<file path="src/rtl/text_port_arbiter.sv">
// Round-robin arbiter sharing the text VRAM write port between NREQ string writers.
// Each grant is locked for a whole string; the cell address auto-advances with column/row wrap.
module text_port_arbiter #(
    parameter int unsigned NREQ = 2,
    parameter int unsigned COLS = 32,
    parameter int unsigned ROWS = 16
) (
    input  logic            CLK,
    input  logic            NRST,
    input  logic [NREQ-1:0] REQ,
    input  logic [5*NREQ-1:0] REQ_CX,
    input  logic [4*NREQ-1:0] REQ_CY,
    input  logic [6*NREQ-1:0] REQ_LEN,
    input  logic [NREQ-1:0] DAT_VALID,
    input  logic [8*NREQ-1:0] DAT_CHAR,
    output logic [NREQ-1:0] DAT_READY,
    output logic [NREQ-1:0] GNT,
    output logic [NREQ-1:0] DONE,
    output logic [4:0]      CX,
    output logic [3:0]      CY,
    output logic [7:0]      CHAR,
    output logic            WE,
    output logic            BUSY
);

    localparam int unsigned IW = (NREQ > 2) ? 2 : 1;

    localparam logic [1:0] IDLE   = 2'd0;
    localparam logic [1:0] STREAM = 2'd1;
    localparam logic [1:0] FINISH = 2'd2;

    localparam logic [4:0]    XMAX    = 5'(COLS - 1);
    localparam logic [3:0]    YMAX    = 4'(ROWS - 1);
    localparam logic [IW-1:0] LASTIDX = IW'(NREQ - 1);

    logic [1:0]    state_q, state_d;
    logic [IW-1:0] gidx_q, gidx_d;
    logic [IW-1:0] last_q, last_d;
    logic [4:0]    cur_x_q, cur_x_d;
    logic [3:0]    cur_y_q, cur_y_d;
    logic [5:0]    rem_q, rem_d;
    logic [4:0]    cx_q, cx_d;
    logic [3:0]    cy_q, cy_d;
    logic [7:0]    char_q, char_d;
    logic          we_q, we_d;

    logic [NREQ-1:0] gnt_vec;
    logic            win_found;
    logic [IW-1:0]   win_idx;
    logic            cur_valid;
    logic            cur_req;
    logic [7:0]      cur_char;

    always_comb begin
        gnt_vec = '0;
        gnt_vec[gidx_q] = 1'b1;
    end

    // Search from last_q+1 upward, then wrap around to 0..last_q.
    always_comb begin
        win_found = 1'b0;
        win_idx   = '0;
        for (int unsigned i = 0; i < NREQ; i++) begin
            if (!win_found && REQ[IW'(i)] && (IW'(i) > last_q)) begin
                win_found = 1'b1;
                win_idx   = IW'(i);
            end
        end
        for (int unsigned i = 0; i < NREQ; i++) begin
            if (!win_found && REQ[IW'(i)]) begin
                win_found = 1'b1;
                win_idx   = IW'(i);
            end
        end
    end

    assign cur_valid = DAT_VALID[gidx_q];
    assign cur_req   = REQ[gidx_q];
    assign cur_char  = DAT_CHAR[8*gidx_q +: 8];

    always_comb begin
        state_d = state_q;
        gidx_d  = gidx_q;
        last_d  = last_q;
        cur_x_d = cur_x_q;
        cur_y_d = cur_y_q;
        rem_d   = rem_q;
        cx_d    = cx_q;
        cy_d    = cy_q;
        char_d  = char_q;
        we_d    = 1'b0;
        case (state_q)
            IDLE: begin
                if (win_found) begin
                    gidx_d  = win_idx;
                    cur_x_d = REQ_CX[5*win_idx +: 5];
                    cur_y_d = REQ_CY[4*win_idx +: 4];
                    rem_d   = REQ_LEN[6*win_idx +: 6];
                    state_d = (REQ_LEN[6*win_idx +: 6] == 6'd0) ? FINISH : STREAM;
                end
            end
            STREAM: begin
                if (cur_valid) begin
                    we_d   = 1'b1;
                    cx_d   = cur_x_q;
                    cy_d   = cur_y_q;
                    char_d = cur_char;
                    rem_d  = rem_q - 6'd1;
                    if (cur_x_q == XMAX) begin
                        cur_x_d = 5'd0;
                        cur_y_d = (cur_y_q == YMAX) ? 4'd0 : cur_y_q + 4'd1;
                    end else begin
                        cur_x_d = cur_x_q + 5'd1;
                    end
                end
                // A dropped request aborts even if this beat was the last one.
                if (!cur_req) begin
                    state_d = IDLE;
                end else if (cur_valid && (rem_q == 6'd1)) begin
                    state_d = FINISH;
                end
            end
            FINISH: begin
                state_d = IDLE;
                last_d  = gidx_q;
            end
            default: state_d = IDLE;
        endcase
    end

    always_ff @(posedge CLK) begin
        if (!NRST) begin
            state_q <= IDLE;
            gidx_q  <= '0;
            last_q  <= LASTIDX;
            cur_x_q <= '0;
            cur_y_q <= '0;
            rem_q   <= '0;
            cx_q    <= '0;
            cy_q    <= '0;
            char_q  <= '0;
            we_q    <= 1'b0;
        end else begin
            state_q <= state_d;
            gidx_q  <= gidx_d;
            last_q  <= last_d;
            cur_x_q <= cur_x_d;
            cur_y_q <= cur_y_d;
            rem_q   <= rem_d;
            cx_q    <= cx_d;
            cy_q    <= cy_d;
            char_q  <= char_d;
            we_q    <= we_d;
        end
    end

    assign GNT       = (state_q != IDLE)   ? gnt_vec : '0;
    assign DAT_READY = (state_q == STREAM) ? gnt_vec : '0;
    assign DONE      = (state_q == FINISH) ? gnt_vec : '0;
    assign BUSY      = (state_q != IDLE);
    assign CX        = cx_q;
    assign CY        = cy_q;
    assign CHAR      = char_q;
    assign WE        = we_q;

endmodule

</file>
<file path="config.mk">
export PLATFORM = sky130hd
export DESIGN_NAME = text_port_arbiter
export DESIGN_NICKNAME = d
export VERILOG_FILES = /design/src/rtl/text_port_arbiter.sv
export SDC_FILE = /design/constraint.sdc
export NUM_CORES = 1
export LEC_CHECK = 0
export ABC_AREA = 0
export BUFFER_PORTS_ARGS = -buffer_cell sky130_fd_sc_hd__buf_2
export CORE_MARGIN = 2
export CORE_UTILIZATION = 50
export DETAILED_ROUTE_END_ITERATION = 16
export PLACE_DENSITY = 0.84
export SLEW_MARGIN = 5
export SYNTH_ARGS = -nofsm -noshare
export SYNTH_HDL_FRONTEND = slang
export SYNTH_SLANG_ARGS = --single-unit
export TNS_END_PERCENT = 50
</file>
<file path="constraint.sdc">
create_clock -name CLK -period 2.25 [get_ports CLK]
set_input_delay 0.45 -clock CLK [delete_from_list [all_inputs] [get_ports CLK]]
set_output_delay 0.45 -clock CLK [all_outputs]
set_load 0.02 [all_outputs]
</file>
==> results.ini <==
[run_status]
status = completed

[worst_setup_path]
critPathCaptureType = output port
cp.required_ns = 1.80
cp_data_arrival_time_ns = 1.50
worstPathMaxFanout = 17
r2r_cells = 6
r2r_start = cur_x_q[0]
timing.rr.end = cur_y_q[3]
worstSetupStartpointType = register
crit_type = register to output port
rrSetupSlack_ns = 0.45

[layout]
n_antenna_cell = 0
fillers = 353
multiInputGateArea_mm2 = 0.00123
area_growth_syn_to_layout_pct = 22.3
nets = 379
seqCellArea_um2 = 741
drive_gt1_frac = 0.347

[synthesis]
yosys.area.top_type_share = 0.351
synth_warnings = 0
synth.net_count = 307
synthFlopType = dfxtp_1
syn_inst = 250
synth_edf_count = 0
yosysTopAreaCell = dfxtp_1
syn_area_per_cell_um2 = 8.45
synth_seq_cells = 37
netlist_area_mm2 = 0.00211
ys_seq_area_frac = 0.351
ys_types = 52
synth.area.top_cells = dfxtp_1 (35%), nand2_1 (6.2%), a21oi_1 (5.7%)
async_flop_share = 0

[timing]
finClkSkew_ns = 0.00629
worst_pin_slew_ns = 0.640
post-route-period-util = 0.868
slew_headroom = 0.573
rsz0062_at_grt = false
finalHoldViolations = 0
setup_viol = 0
post-route-min-period_ns = 1.95
setup_ws_ns = 0.296
max_freq_ghz = 0.512
tns_ns = 0
slew_viol_final = 0

[job]
cap_viol_max_count = 0

[global_route]
antenna_found_initial = 0
use_met1 = 0.276
grtUsageTotal = 0.222
grt_overflow = 0
use_met2 = 0.376
grt_max_degree = 26
grt_pass1_wl_mm = 8.86
grt-busiest-layer = met2
grt_use_met3 = 0.0497
grt_pass1_vias = 2016

[floorplan]
core_mm2 = 0.00403
dieArea_mm2 = 0.00476
dieWidth_um = 69.0
pin_count = 77
initial_core_util = 0.525
rows = 23
die_y_um = 69.0

[placed_design]
gp_congestion = 0.894
post-place-ws_ns = 0.479
dpl.hpwl_mm = 3.88
place.port_buffers = 76

[min_path]
hold_class = register to register
min_from = CX[4]
hold_depth = 2
hold_path_end = CX[4]

[cts]
clockBufferDepth = 2
ctsResizeCount = 0
cts_buffers = 5
cts_hold_buf = 0
cts_tree = done
cts-root-buf = clkbuf_8
cts_setup_buffers = 0
clk_pin_slew_ns = 0.08
clock_sinks = 37
insertion_delay_ns = 0.29
htreeDepth = 2

[power_and_ir_drop]
seqPwrFrac = 0.446
p_leak_nw = 1.12
pwr-share-comb = 0.277
powerDensity_mw_per_mm2 = 679
switching_share = 0.330
peakVddDrop_mv = 0.322
power.internal_w = 0.00118
p_switching_w = 0.000580
power.share.clock = 0.277

[routing]
drt_iter0_drc = 136
antenna_left = 0
first_pass_iters = 4
num_vias = 2088
via_per_inst = 5.60
wl_per_cell_um = 13.8
drt-total-wl_mm = 5.13
drc = 0

[area by class of cell]
cell class,instances,area share
timing repair buffer,83,0.167
sequential,37,0.287
multi-input combinational,189,0.476
tap,50,0.0242
inverter,6,0.00871
clock buffer,6,0.0319
clock inverter,2,0.00532
[routing by layer]
layer	vias up	wire length, µm	part of all wire
met5	-	0	0
met4	0	61	0.012
met3	7	372	0.072
met2	88	2360	0.46
met1	936	2340	0.46
li1	1057	-	-
[Yosys cell counts, types with 2 or more instances]
cell / count
mux2i_1: 12
mux2_2: 3
nand2_1: 35
and3_1: 2
a31oi_1: 5
inv_1: 5
o21ai_0: 9
o2111ai_1: 2
or4_1: 2
ha_1: 5
nor4_1: 2
o22ai_1: 5
a211oi_2: 8
clkbuf_1: 6
a21boi_0: 6
nand3_1: 6
a21oi_1: 24
nor2_1: 20
or3_1: 2
dfxtp_1: 37
a31o_2: 2
buf_6: 4
nor3_1: 5
o21a_1: 2
o211ai_1: 4
nand2b_1: 3
buf_2: 6
nor2b_1: 2
nand4_1: 3
[layout by cell type, fill, tap and decap left out, drive strengths merged, types with 6 or more instances in the layout]
master,instances
nand2,35
mux2i,12
nand3,6
a21oi,24
buf,83
a211oi,9
clkbuf,6
a21boi,6
dfxtp,37
o21ai,9
nor2,21
[how the worst max path moves through the flow]
| stage | cells after the start | slack, ns | end | start |
|---|---|---|---|---|
| 2_1_floorplan | 6 | 0.71 | cur_y_q[3] | cur_x_q[0] |
| 3_3_place_gp | 5 | 0.50 | rem_q[0] | REQ[1] |
| 3_5_place_dp | 6 | 0.48 | cur_y_q[3] | cur_x_q[1] |
| 4_1_cts | 3 | 0.31 | DAT_READY[1] | state_q[1] |
| 5_1_grt | 3 | 0.16 | DAT_READY[0] | state_q[1] |
| 6_report | 3 | 0.30 | DAT_READY[1] | state_q[1] |
[logic make-up after synthesis]
logic type,Yosys count,synth area share
xor+xnor,1,0.00415
compound gates,80,0.278
flops,37,0.351
buf+inv,24,0.0675
simple gates,87,0.190
mux,16,0.0799
fa+ha+maj,5,0.0296
[flip-flops by register name (all words and copies together), names as in the netlist]
signal   count
rem_q        6
WE           1
CY           4
last_q       1
CHAR         8
CX           5
gidx_q       1
cur_x_q      5
state_q      2
cur_y_q      4
[metrics by stage]
step | cells | utilization | area (µm²) | power, W | hold slack [ns]
2_1_floorplan | 250 | - | 2110 | 0.00115 | 0.449
3_3_place_gp | 365 | 0.618 | 2490 | 0.00127 | 0.442
3_5_place_dp | 365 | 0.618 | 2490 | 0.00128 | 0.443
4_1_cts | 373 | 0.642 | 2580 | 0.00176 | 0.453
5_1_grt | 373 | 0.642 | 2580 | 0.00186 | 0.467
6_report | 373 | 0.642 | 2580 | 0.00176 | 0.454
[worst max-delay path, stage by stage, from the launching register on]
cell      delay, ns
dfxtp_1        0.41
nand2b_1       0.55
nor2_1         0.07
buf_2          0.18
[power by group through the flow]
| stage | Clock [W] | Sequential (W) | Combinational (W) |
|---|---|---|---|
| 3_5_place_dp | 0 | 0.000797 | 0.000485 |
| 4_1_cts | 0.000495 | 0.000782 | 0.000487 |
| 5_1_grt | 0.000528 | 0.000794 | 0.000540 |
| 2_1_floorplan | 0 | 0.000808 | 0.000342 |
| 3_3_place_gp | 0 | 0.000793 | 0.000474 |
| 6_report | 0.000487 | 0.000783 | 0.000486 |
No activity file was read; power rests on OpenSTA's default activity.
